$ cat src/rtl/dram_line_xfer.sv
// Purpose : moves whole 128-bit lines between the MA-stage data RAM line port
//           and an external memory bus, one multi-line command at a time.
//           Writeback copies RAM to external memory; fill copies external
//           memory into the RAM.
// Latency : cmd_busy rises the cycle after cmd_start. A writeback line takes
//           at least 3 cycles and a fill line at least 2. cmd_done is the
//           last busy cycle.
// Backpr. : ext_wready low holds WB_SEND with address and data frozen.
//           ext_rvalid low holds FL_RECV. cmd_start is ignored while busy.
//
// Optional feature: define DRAM_XFER_BOUND_CHK_EN to reject commands whose
// line range runs past the top of the RAM. The reject is a one-cycle cmd_err
// pulse and the engine stays idle. When the macro is not defined, cmd_err is
// tied low and the line address wraps to line 0.
//
// Ports:
//   clk, rst_n          clock; asynchronous active-low reset
//   cmd_*               command strobe, direction, first line and line count,
//                       plus the busy, done and err status outputs
//   cpu_stall           holds the CPU MA stage while the engine owns the RAM
//   ram_*_all           full-line read and write port of the data RAM.
//                       Read data arrives one cycle after ram_ren_all.
//   ext_w*              writeback channel (valid/ready, line address + data)
//   ext_r*              fill channel (valid/ready, line data)

module dram_line_xfer #(
    parameter int DWIDTH = 11
) (
    input  logic                clk,
    input  logic                rst_n,

    input  logic                cmd_start,
    input  logic                cmd_dir,
    input  logic [DWIDTH-3:0]   cmd_line_adr,
    input  logic [DWIDTH-2:0]   cmd_line_cnt,
    output logic                cmd_busy,
    output logic                cmd_done,
    output logic                cmd_err,
    output logic                cpu_stall,

    output logic [DWIDTH-3:0]   ram_radr_all,
    output logic                ram_ren_all,
    input  logic [127:0]        ram_rdata_all,
    output logic [DWIDTH-3:0]   ram_wadr_all,
    output logic [127:0]        ram_wdata_all,
    output logic                ram_wen_all,

    output logic                ext_wvalid,
    input  logic                ext_wready,
    output logic [DWIDTH-3:0]   ext_wadr,
    output logic [127:0]        ext_wdata,

    input  logic                ext_rvalid,
    output logic                ext_rready,
    input  logic [127:0]        ext_rdata
);

    localparam int LW = DWIDTH - 2;   // line address width
    localparam int CW = DWIDTH - 1;   // line count width; holds 0..2^LW

    typedef enum logic [2:0] {
        IDLE     = 3'd0,
        RD_REQ   = 3'd1,
        RD_CAP   = 3'd2,
        WB_SEND  = 3'd3,
        FL_RECV  = 3'd4,
        FL_WRITE = 3'd5,
        DONE     = 3'd6
    } state_t;

    state_t          state_q, state_d;
    logic [LW-1:0]   cur_adr_q, cur_adr_d;
    logic [CW-1:0]   remain_q, remain_d;
    logic [127:0]    line_buf_q, line_buf_d;

    // Address and count both advance as each line completes. The last line
    // is the one that sees remain_q == 1.
    logic [LW-1:0]   cur_adr_inc;
    logic [CW-1:0]   remain_dec;
    logic            last_line;

    assign cur_adr_inc = cur_adr_q + LW'(1);   // wraps modulo 2^LW
    assign remain_dec  = remain_q - CW'(1);
    assign last_line   = !(remain_q > CW'(1));

`ifdef DRAM_XFER_BOUND_CHK_EN
    // The sum can reach 2^LW-1 + 2^CW-1, so it needs DWIDTH bits to avoid
    // wrapping back under the limit.
    localparam int NLINES = 1 << LW;

    logic              err_q, err_d;
    logic [DWIDTH-1:0] bound_sum;
    logic              bound_bad;

    assign bound_sum = DWIDTH'(cmd_line_adr) + DWIDTH'(cmd_line_cnt);
    assign bound_bad = bound_sum > DWIDTH'(NLINES);
`endif

    // ------------------------------------------------------------------
    // State and datapath registers
    // ------------------------------------------------------------------
    always_ff @(posedge clk or negedge rst_n) begin
        if (!rst_n) begin
            state_q    <= IDLE;
            cur_adr_q  <= '0;
            remain_q   <= '0;
            line_buf_q <= '0;
`ifdef DRAM_XFER_BOUND_CHK_EN
            err_q      <= 1'b0;
`endif
        end else begin
            state_q    <= state_d;
            cur_adr_q  <= cur_adr_d;
            remain_q   <= remain_d;
            line_buf_q <= line_buf_d;
`ifdef DRAM_XFER_BOUND_CHK_EN
            err_q      <= err_d;
`endif
        end
    end

    // ------------------------------------------------------------------
    // Next-state logic and datapath updates
    // ------------------------------------------------------------------
    always_comb begin
        state_d    = state_q;
        cur_adr_d  = cur_adr_q;
        remain_d   = remain_q;
        line_buf_d = line_buf_q;
`ifdef DRAM_XFER_BOUND_CHK_EN
        err_d      = 1'b0;
`endif

        case (state_q)
            IDLE: begin
                if (cmd_start) begin
`ifdef DRAM_XFER_BOUND_CHK_EN
                    if (bound_bad) begin
                        // Rejected: only the error pulse is produced, nothing is latched.
                        err_d = 1'b1;
                    end else
`endif
                    begin
                        cur_adr_d = cmd_line_adr;
                        remain_d  = cmd_line_cnt;
                        if (cmd_line_cnt == '0) begin
                            state_d = DONE;
                        end else if (cmd_dir) begin
                            state_d = FL_RECV;
                        end else begin
                            state_d = RD_REQ;
                        end
                    end
                end
            end

            RD_REQ: begin
                state_d = RD_CAP;
            end

            RD_CAP: begin
                // Read data belongs to the RD_REQ issued in the previous cycle.
                line_buf_d = ram_rdata_all;
                state_d    = WB_SEND;
            end

            WB_SEND: begin
                if (ext_wready) begin
                    cur_adr_d = cur_adr_inc;
                    remain_d  = remain_dec;
                    state_d   = last_line ? DONE : RD_REQ;
                end
            end

            FL_RECV: begin
                if (ext_rvalid) begin
                    line_buf_d = ext_rdata;
                    state_d    = FL_WRITE;
                end
            end

            FL_WRITE: begin
                cur_adr_d = cur_adr_inc;
                remain_d  = remain_dec;
                state_d   = last_line ? FL_RECV_OR_DONE(last_line) : FL_RECV;
            end

            DONE: begin
                state_d = IDLE;
            end

            default: begin
                state_d = IDLE;
            end
        endcase
    end

    // Selects the state that follows a completed fill line.
    function automatic state_t FL_RECV_OR_DONE(input logic is_last);
        return is_last ? DONE : FL_RECV;
    endfunction

    // ------------------------------------------------------------------
    // Outputs, decoded from the registered state only. Address and data
    // buses are driven to zero outside the states that qualify them, which
    // keeps idle and reset values clean.
    // ------------------------------------------------------------------
    always_comb begin
        cmd_busy      = 1'b0;
        cmd_done      = 1'b0;
        ram_ren_all   = 1'b0;
        ram_radr_all  = '0;
        ram_wen_all   = 1'b0;
        ram_wadr_all  = '0;
        ram_wdata_all = '0;
        ext_wvalid    = 1'b0;
        ext_wadr      = '0;
        ext_wdata     = '0;
        ext_rready    = 1'b0;

        cmd_busy = (state_q != IDLE);

        case (state_q)
            RD_REQ: begin
                ram_ren_all  = 1'b1;
                ram_radr_all = cur_adr_q;
            end
            WB_SEND: begin
                ext_wvalid = 1'b1;
                ext_wadr   = cur_adr_q;
                ext_wdata  = line_buf_q;
            end
            FL_RECV: begin
                ext_rready = 1'b1;
            end
            FL_WRITE: begin
                ram_wen_all   = 1'b1;
                ram_wadr_all  = cur_adr_q;
                ram_wdata_all = line_buf_q;
            end
            DONE: begin
                cmd_done = 1'b1;
            end
            default: begin
            end
        endcase
    end

    assign cpu_stall = cmd_busy;

`ifdef DRAM_XFER_BOUND_CHK_EN
    assign cmd_err = err_q;
`else
    assign cmd_err = 1'b0;
`endif

endmodule

$ cat config.mk
export PLATFORM = sky130hd
export DESIGN_NAME = dram_line_xfer
export DESIGN_NICKNAME = d
export VERILOG_FILES = /design/src/rtl/dram_line_xfer.sv
export SDC_FILE = /design/constraint.sdc
export NUM_CORES = 1
export LEC_CHECK = 0
export BUFFER_PORTS_ARGS = -buffer_cell sky130_fd_sc_hd__buf_4
export CAP_MARGIN = 5
export CORE_AREA = 2 2 222 224
export DETAILED_ROUTE_END_ITERATION = 7
export DIE_AREA = 0 0 224 226
export PLACE_DENSITY_LB_ADDON = 0.2
export SLEW_MARGIN = 10
export SYNTH_ARGS = -nofsm -noshare
export SYNTH_HDL_FRONTEND = slang
export SYNTH_SLANG_ARGS = --single-unit
$ cat constraint.sdc
create_clock -name clk -period 3.3 [get_ports clk]
set_clock_uncertainty 0.05 [all_clocks]
set_input_delay 0.495 -clock clk [delete_from_list [all_inputs] [get_ports clk]]
set_output_delay 0.495 -clock clk [all_outputs]
set_load 0.005 [all_outputs]
* Yosys cells after proc, flatten, opt, wreduce, memory -nomap -nowiden
Cells that the tools add are included.
Storage, ports and cells: input bits 281, word-level logic and storage cells 50, flip-flop bits (word level) 150, output and inout bits 291
Operators by class: muxes and demuxes 26, equal/unequal tests 9, reduce and logical (&&, ||, !) cells 8, add/subtract/negate cells 2, magnitude comparators 1
Operators with widths (number):
- 2-to-1 mux 128 bit | 3
- case mux 128 bit (2 select lines) | 1
- 2-to-1 mux 9 bit | 5
- case mux 10 bit (3 select lines) | 1
- case mux 9 bit (3 select lines) | 1
- 2-to-1 mux 10 bit | 2
- 2-to-1 mux 3 bit | 6
- case mux 3 bit (6 select lines) | 1
- greater-than comparator 10 x 1 -> 1 bit (second input constant) | 1
- zero test 10 bit | 1
- subtractor 10 x 1 -> 10 bit (second input constant) | 1
- adder 9 x 1 -> 9 bit (second input constant) | 1
- equality test 3 bit (second input constant) | 3
- equality test 3 x 2 -> 1 bit (second input constant) | 2
- inequality test 2 bit (second input constant) | 3
- AND reduction 3 bit | 2
- nonzero test 3 bit | 2
- 2-to-1 mux 1 bit | 5
- equality test 3 x 1 -> 1 bit (second input constant) | 1
- zero test 3 bit | 1
- 2-to-1 mux 2 bit | 1
- AND reduction 2 bit | 1
- nonzero test 2 bit | 1

* Longest topological paths before layout
Gate-level depths: netlist of the first run.
depth after elaboration 4, gate-level depth with buffers 7, mapped depth without buffers 6

* Least setup slack after synthesis of the first run
OpenSTA, ideal clock, no wires.
kind reg-to-output, start point register state_q[1], end point output ext_wdata[105], data required time 2.755 ns, cell stages (with the launch flop) 6, setup slack 1.393 ns, buffers on the path 3, arrival 1.362 ns, cells stage by stage dfrtp_1 -> buf_2 -> and2b_1 -> clkbuf_1 -> clkbuf_1 -> and3_1
Between the ends: word-level cells in the longest chain between the ends 2
Ends and longest elaborated chain:
- start: declaration | line 71 | state_t state_q, state_d;
- start signal: assignment | line 112 | state_q <= state_d;
- equality test 3 x 2 -> 1 bit | line 223 | case (state_q)
- 2-to-1 mux 128 bit | line 223
- end: declaration | line 51 | output logic [127:0] ext_wdata,
Every way passes these cells.

* Worst setup path in the final report of the first run
start point register state_q[1], end point output ext_wdata[5]
The elaborated chain is that of the path after synthesis.

==> impl_metrics.env, run 1 <==
export IMPL_grt_pass1_vias=9439
export IMPL_ant_nets=0
export IMPL_clk_pin_slew_ps=60
export IMPL_synth_most_common_cell="dfrtp_1"
export IMPL_ios=572
export IMPL_rrSetupSlack_ps=830
export IMPL_place_ws_ps=755
export IMPL_tightestPinTransition_ps=764
export IMPL_ys_ff_latch=150
export IMPL_postCtsHoldBufs=0
export IMPL_cts_tree="done"
export IMPL_post_route_period_util=0.922
export IMPL_num_antenna_cells=0
export IMPL_ys_flop_type="dfrtp_1"
export IMPL_synth_edf_count=0
export IMPL_maxSlewHeadroom=0.491
export IMPL_power_density_nw_per_um2=845
export IMPL_setup_ws_ps=258
export IMPL_startpoint_type="register"
export IMPL_finalSetupViolCount=0
export IMPL_rows=81
export IMPL_synthArstFlopShare=1.00
export IMPL_dpl_hpwl_mm=30.5
export IMPL_vias=9577
export IMPL_dieWidth_um=224
export IMPL_syn_inst=1067
export IMPL_pwr_share_seq=0.304
export IMPL_drive_gt1_frac=0.398
export IMPL_regToRegEndpoint="remain_q[8]$_DFFE_PN0P_"
export IMPL_r2r_start="state_q[0]$_DFFE_PN0P_"
export IMPL_internal_power_mw=7.14
export IMPL_io_buffers=570
export IMPL_cts_num_sinks=150
export IMPL_grt_max_degree=123
export IMPL_fin_setup_tns_ps=0
export IMPL_grt_pass1_wl_mm=58.3
export IMPL_overflow=0
export IMPL_synth_xor_xnor_area_share=0.000931
export IMPL_slew_viol_final=0
export IMPL_combPwrFrac=0.541
export IMPL_clkLatencyLatePin_ps=470
export IMPL_synth_top_area_frac=0.399
export IMPL_synth_simple_area_share=0.278
export IMPL_cp_required_ps=2750
export IMPL_end_kind="output port"
export IMPL_ys_top_cells_by_count="150 x dfrtp_1, 148 x and2_1, 144 x a21oi_1, 139 x and3_1, 134 x nor2_1"
export IMPL_drt_pre_antenna_iters=5
export IMPL_ys_types=50
export IMPL_yosys_warnings=0
export IMPL_critical_path_class="register to output port"
export IMPL_critPathArrivalTime_ps=2500
export IMPL_initial_core_util=0.195
export IMPL_clockBufferDepth=2
export IMPL_area_growth_pct=56.4
export IMPL_worst_r2r_cell_count=4
export IMPL_fmax_mhz=329
export IMPL_drtIter0Drc=466
export IMPL_cts_buffers=17
export IMPL_pwr_share_clk=0.154
export IMPL_cts_resized=0
export IMPL_yosys_area_share_adder=0.00399
export IMPL_yosys_area_top_type="dfrtp_1"
export IMPL_synth_area_um2=9410
export IMPL_power_mw=12.4
export IMPL_postLayoutCoreUtil=0.305
export IMPL_via_per_inst=4.35
export IMPL_leakage_nw=7.22
export IMPL_synth_top_family_by_area="simple AND/OR/NAND/NOR gates"
export IMPL_root_buffer="clkbuf_16"
export IMPL_synth_mux_area_fraction=0.140
export IMPL_core_um2=48300
export IMPL_hold_violations=0
export IMPL_critPathMaxFanout=46
export IMPL_synth_compound_area_share=0.113
export IMPL_whs_ps=19.7
export IMPL_period_minus_slack_ps=3040
export IMPL_irDropWorstVdd_mv=0.479
export IMPL_hp_class="input pin to asynchronous set/reset pin"
export IMPL_outcome="completed"
export IMPL_drc_errors=0
export IMPL_antenna_found_initial=2
export IMPL_sw_frac_of_total=0.426
export IMPL_fin_nets=1854
export IMPL_htreeDepth=4
export IMPL_gp_congestion=0.812
export IMPL_die_height_um=226
export IMPL_synth_area_leaders="dfrtp_1 40%, mux2i_1 14%, and2_1 9.8%"
export IMPL_dieArea_um2=50600
export IMPL_drv_cap=0
export IMPL_post_cts_setup_buffers=0
export IMPL_syn_num_nets=1351
export IMPL_avgSynthCellArea_um2=8.82
export IMPL_power_switching_mw=5.30
export IMPL_grt_util_all_layers=0.153
export IMPL_routed_wl_mm=40.4
export IMPL_ys_seq_area_frac=0.399
export IMPL_rsz0062_at_grt="no"
export IMPL_wl_per_cell_um=18.3
registers in the layout (all words and copies together), names as in the netlist:
| register | flops |
|---|---|
| cur_adr_q | 9 |
| line_buf_q | 128 |
| remain_q | 10 |
| state_q | 3 |
layout by cell type (no fill, tap or decap), types with 6 or more instances in the layout:
cell       instances
a21oi_1          144
and2_1           148
and3_1           139
buf_12             8
buf_4            581
clkbuf_16         17
dfrtp_1          149
inv_1              8
mux2i_1          132
nand2_1           11
nand3_1            9
nor2_1           134
o21ai_0            8
o22ai_1            6
worst max-delay path by stage:
stage,start,to,slack (ps),cells past startpoint
floorplan,state_q[1]$_DFFE_PN0P_,ext_wdata[105],1390,5
detailed placement,state_q[0]$_DFFE_PN0P_,ram_wdata_all[111],750,4
global placement,state_q[1]$_DFFE_PN0P_,ext_wdata[5],730,4
finish,state_q[1]$_DFFE_PN0P_,ext_wdata[5],260,4
CTS,state_q[1]$_DFFE_PN0P_,ext_wdata[5],190,4
global route,state_q[0]$_DFFE_PN0P_,ram_wdata_all[111],50,4
final cells by class:
type,count,area [µm²]
Fill cell,5108,33600
Timing Repair Buffer,590,4530
Clock inverter,8,75.1
Inverter,9,33.8
Tap cell,622,778
Clock buffer,22,474
Sequential cell,150,3760
Multi-Input combinational cell,802,5070
cells by family after synthesis:
family / Yosys count
adder cells (fa/ha/maj): 3
multiplexers: 132
other: 1
flip-flops: 150
AO/OA/AOI/OAI: 193
AND/OR/NAND/NOR: 472
buffers and inverters: 115
XOR/XNOR: 1
metal layers:
layer	vias up	share of wire	track usage	wire [µm]
met4	2	0.016	0.0495	639
met2	341	0.52	0.273	21000
met5	-	0.00040	0	16
met1	4509	0.40	0.177	16200
li1	4689	-	-	-
met3	36	0.063	0.0438	2540
through the flow:
| stage | instances | instance area (µm²) |
|---|---|---|
| final | 2203 | 14700 |
| after global routing | 2203 | 14700 |
| after CTS | 2203 | 14700 |
| after detailed placement | 2173 | 14200 |
| after global placement | 2173 | 14200 |
| after floorplan | 1067 | 9410 |
critical path, cell delays in order (launching register included):
cell and delay (ps):
dfrtp_1 660, and2b_4 620, buf_12 290, and3_1 270, buf_4 150
power by group through the flow:
stage          Sequential [mW]  Combinational (mW)  Clock, mW
5_1_grt                   3.95                7.45       2.11
4_1_cts                   3.81                6.85       2.03
2_1_floorplan             3.23                4.25          0
3_3_place_gp              3.84                6.77          0
3_5_place_dp              3.82                6.83          0
6_report                  3.79                6.74       1.92
No activity file was read; power rests on OpenSTA's default activity.
==> run 2: changes to the inputs <==
- HOLD_SLACK_MARGIN: default -> 0.1
==> run 2 against run 1 <==
Net effect: non-clock buffer count is 1 higher; register-to-register slack about the same; worst setup slack better by 10 ps; via count barely moved; maximum frequency increased by 0.35%; first-iteration DRC count fell by 0.43%; critical path depth is the same; sequential power hardly changed; final cell count is essentially flat; die area did not move; sequential cell count unchanged; largest power group unchanged.
==> impl_metrics.env, run 2 (synthesis results as in run 1) <==
export IMPL_antenna_found_initial=2
export IMPL_grt_max_degree=123
export IMPL_met3_usage=0.0438
export IMPL_cts_buffers=17
export IMPL_post_route_period_util=0.919
export IMPL_dieArea_um2=50600
export IMPL_critPathMaxFanout=46
export IMPL_startpoint_type="register"
export IMPL_hold_violations=0
export IMPL_power_mw=12.4
export IMPL_drt_pre_antenna_iters=4
export IMPL_postCtsHoldBufs=1
export IMPL_vias=9586
export IMPL_critPathBufInv=2
export IMPL_clk_pin_slew_ps=60
export IMPL_multi_input_area_um2=5070
export IMPL_path_cells="and2b_4, buf_12, and3_1, buf_4"
export IMPL_grtUsageMet1=0.177
export IMPL_clkLatencyLatePin_ps=470
export IMPL_cts_num_sinks=150
export IMPL_cts_resized=0
export IMPL_post_cts_setup_buffers=0
export IMPL_fill_cells=5107
export IMPL_grt_busiest_layer="met2"
export IMPL_largest_register="line_buf_q"
export IMPL_cp_required_ps=2750
export IMPL_initial_core_util=0.195
export IMPL_ant_nets=0
export IMPL_drv_cap=0
export IMPL_rows=81
export IMPL_final_common_cell="buf_4"
export IMPL_clockBufferDepth=2
export IMPL_maxSlewHeadroom=0.491
export IMPL_critPathArrivalTime_ps=2490
export IMPL_wl_per_cell_um=18.3
export IMPL_root_buffer="clkbuf_16"
export IMPL_grt_util_all_layers=0.153
export IMPL_die_height_um=226
export IMPL_htreeDepth=4
export IMPL_via_per_inst=4.35
export IMPL_overflow=0
export IMPL_reg_largest_list="line_buf_q: 128 flops, remain_q: 10 flops, cur_adr_q: 9 flops"
export IMPL_core_um2=48300
export IMPL_cts_tree="done"
export IMPL_io_buffers=570
export IMPL_seqCellArea_um2=3760
export IMPL_fmax_mhz=330
export IMPL_irDropWorstVdd_mv=0.477
export IMPL_power_density_nw_per_um2=844
export IMPL_end_kind="output port"
export IMPL_ios=572
export IMPL_period_minus_slack_ps=3030
export IMPL_rsz0062_at_grt="no"
export IMPL_slew_viol_final=0
export IMPL_met2_usage=0.273
export IMPL_dpl_hpwl_mm=30.5
export IMPL_largest_reg_flops=128
export IMPL_tightestPinTransition_ps=763
export IMPL_grt_pass1_wl_mm=58.3
export IMPL_rrSetupSlack_ps=840
export IMPL_postLayoutCoreUtil=0.305
export IMPL_outcome="completed"
export IMPL_drive_gt1_frac=0.398
export IMPL_fin_setup_tns_ps=0
export IMPL_area_growth_pct=56.5
export IMPL_fin_nets=1855
export IMPL_critical_path_class="register to output port"
export IMPL_num_antenna_cells=0
export IMPL_cp_slowest_cell="dfrtp_1"
export IMPL_critPathTopFamily="simple AND/OR/NAND/NOR gates"
export IMPL_grt_pass1_vias=9445
export IMPL_gp_congestion=0.812
export IMPL_drtIter0Drc=464
export IMPL_routed_wl_mm=40.3
export IMPL_slowest_delay_ps=660
export IMPL_finalSetupViolCount=0
export IMPL_drc_errors=0
export IMPL_leakage_nw=7.22
export IMPL_final_cell_mix="581 x buf_4, 149 x dfrtp_1, 148 x and2_1"
export IMPL_hp_class="input pin to register"
export IMPL_dieWidth_um=224
[run 2: cell count changes in the layout (fill, tap and decap cells not counted)]
| cell | delta |
|---|---|
| dlygate4sd3_1 | +1 |
[run 2: per-layer routing]
metal,vias up,wire [µm],part of all wire
met2,342,21000,0.52
met4,2,645,0.016
met3,36,2480,0.062
li1,4692,-,-
met5,-,16,0.00040
met1,4514,16200,0.40
[run 2: area by class of cell]
type,instances,area share
Clock buffer,22,0.0322
Multi-Input combinational cell,802,0.344
Clock inverter,8,0.00510
Inverter,9,0.00229
Sequential cell,150,0.255
Tap cell,622,0.0528
Timing Repair Buffer,591,0.308
[run 2: worst paths after layout]
path,depth (start not counted),start,endpoint
hold reg to reg,2,remain_q[9]$_DFFE_PN0P_,remain_q[9]$_DFFE_PN0P_
setup reg to reg,4,state_q[0]$_DFFE_PN0P_,remain_q[8]$_DFFE_PN0P_
min in group asynchronous,2,rst_n,line_buf_q[123]$_DFFE_PN0P_
hold / removal,4,cmd_dir,state_q[0]$_DFFE_PN0P_
setup / recovery,4,state_q[1]$_DFFE_PN0P_,ext_wdata[5]
max in group asynchronous,3,rst_n,line_buf_q[62]$_DFFE_PN0P_
[run 2: power breakdown]
| part | switching [mW] | internal, mW |
|---|---|---|
| Sequential | 1.01 | 2.78 |
| Combinational | 3.45 | 3.28 |
| Clock | 0.835 | 1.08 |
| Total | 5.30 | 7.14 |
[run 2: tightest hold or removal path, stage by stage]
cell     delay, ps
buf_4           80
a31oi_1         50
nand2_1         50
nand2_1         50
[run 2: metrics by stage]
stage,instance area [µm²],setup WS [ps],std cells,hold slack (ps)
after floorplan,9410,1390,1067,149
after global routing,14700,54.0,2204,206
after CTS,14700,190,2204,175
final,14700,269,2204,235
after detailed placement,14200,755,2173,473
after global placement,14200,735,2173,466
==> run 3: changes to the inputs <==
- BUFFER_PORTS_ARGS: -buffer_cell sky130_fd_sc_hd__buf_4 -> -buffer_cell sky130_fd_sc_hd__buf_2
==> run 3 against run 2 <==
Net effect: worst hold slack better by 11 ps; register-to-register slack better by 100 ps; sequential power down 1%; largest power group unchanged; critical endpoint unchanged; critical path depth unchanged; first-iteration DRC count down 4.7%; core utilization down 2.7 points; combinational power down 9.4%; worst setup slack better by 56 ps.
==> impl_metrics.env, run 3 (synthesis results as in run 1) <==
export IMPL_outcome="completed"
export IMPL_reg_largest_list="line_buf_q: 128 flops, remain_q: 10 flops, cur_adr_q: 9 flops"
export IMPL_post_route_period_util=0.901
export IMPL_grt_util_all_layers=0.145
export IMPL_critical_path_class="register to output port"
export IMPL_post_cts_setup_buffers=0
export IMPL_critPathArrivalTime_ps=2430
export IMPL_largest_reg_flops=128
export IMPL_htreeDepth=4
export IMPL_place_area_um2=12800
export IMPL_tightestPinTransition_ps=899
export IMPL_core_um2=48300
export IMPL_finalSetupViolCount=0
export IMPL_antenna_found_initial=3
export IMPL_leakage_nw=7.02
export IMPL_wl_per_cell_um=17.1
export IMPL_dieArea_um2=50600
export IMPL_grt_max_degree=138
export IMPL_drt_pre_antenna_iters=5
export IMPL_postCtsHoldBufs=1
export IMPL_rsz0062_at_grt="no"
export IMPL_fmax_mhz=336
export IMPL_clockBufferDepth=2
export IMPL_drtIter0Drc=442
export IMPL_fill_cells=5198
export IMPL_hold_violations=0
export IMPL_power_mw=11.9
export IMPL_met3_length_mm=1.99
export IMPL_startpoint_type="register"
export IMPL_gp_congestion=0.804
export IMPL_cp_required_ps=2750
export IMPL_clkLatencyLatePin_ps=460
export IMPL_hp_class="input pin to register"
export IMPL_cts_resized=0
export IMPL_vias=9619
export IMPL_rows=81
export IMPL_whs_ps=246
export IMPL_cts_buffers=17
export IMPL_grt_pass1_wl_mm=55.8
export IMPL_largest_register="line_buf_q"
export IMPL_cts_tree="done"
export IMPL_grt_pass1_vias=9391
export IMPL_drc_errors=0
export IMPL_drv_cap=0
export IMPL_fin_nets=1861
export IMPL_cts_num_sinks=150
export IMPL_ant_nets=0
export IMPL_period_minus_slack_ps=2970
export IMPL_fin_setup_tns_ps=0
export IMPL_via_per_inst=4.35
export IMPL_placed_cells=2179
export IMPL_dieWidth_um=224
export IMPL_final_cell_mix="569 x buf_2, 149 x dfrtp_1, 148 x and2_1"
export IMPL_drt_met1_wl_mm=15.8
export IMPL_maxSlewHeadroom=0.400
export IMPL_io_buffers=570
export IMPL_initial_core_util=0.195
export IMPL_power_density_nw_per_um2=885
export IMPL_clk_pin_slew_ps=60
export IMPL_route_top_layer_used="met5"
export IMPL_critPathMaxFanout=64
export IMPL_die_height_um=226
export IMPL_overflow=0
export IMPL_irDropWorstVdd_mv=0.414
export IMPL_wl_met2_mm=19.4
export IMPL_rrSetupSlack_ps=940
export IMPL_final_common_cell="buf_2"
export IMPL_dpl_hpwl_mm=29.0
export IMPL_multi_input_area_um2=5070
export IMPL_drive_gt1_frac=0.401
export IMPL_ios=572
export IMPL_seqCellArea_um2=3760
export IMPL_root_buffer="clkbuf_16"
export IMPL_design_area_um2=13400
export IMPL_layout_cells_non_filler=2213
export IMPL_end_kind="output port"
export IMPL_routed_wl_mm=37.8
export IMPL_area_growth_pct=42.6
export IMPL_slew_viol_final=0
[run 3: layer usage]
metal  track usage  up-vias
li1              -     4703
met1         0.174     4552
met2         0.254      325
met3        0.0336       37
met4        0.0465        2
met5             0        -
[run 3: per-stage QoR]
| stage | setup slack (ps) | util |
|---|---|---|
| global route | 138 | 0.278 |
| finish | 325 | 0.278 |
| global placement | 928 | 0.265 |
| floorplan | 1390 | - |
| CTS | 305 | 0.278 |
| detailed placement | 844 | 0.265 |
[run 3: where the power goes]
group / internal (mW) / switching (mW) / total [mW]
Sequential: 2.78 / 0.961 / 3.74
Combinational: 2.70 / 3.40 / 6.10
Clock: 1.19 / 0.839 / 2.03
[run 3: worst max-delay path: stages, from the launching register on]
cell	delay, ps
dfrtp_1	630
and2b_4	630
buf_12	300
and3_1	210
buf_2	120
[run 3: cell type report]
type,count,area share
multi-input combinational,802,0.378
sequential,150,0.280
timing repair buffer,597,0.237
clock buffer,22,0.0361
clock inverter,10,0.00904
inverter,9,0.00252
antenna,1,0.000186
tap,622,0.0580
[run 3: worst paths after layout]
kind / from / end / depth (start not counted)
max: state_q[1]$_DFFE_PN0P_ / ext_wdata[5] / 4
min: cmd_line_adr[1] / cur_adr_q[1]$_DFFE_PN0P_ / 3
max reg2reg: state_q[0]$_DFFE_PN0P_ / state_q[0]$_DFFE_PN0P_ / 5
max in group asynchronous: rst_n / line_buf_q[74]$_DFFE_PN0P_ / 3
min reg2reg: remain_q[9]$_DFFE_PN0P_ / remain_q[9]$_DFFE_PN0P_ / 2
min in group asynchronous: rst_n / line_buf_q[120]$_DFFE_PN0P_ / 2
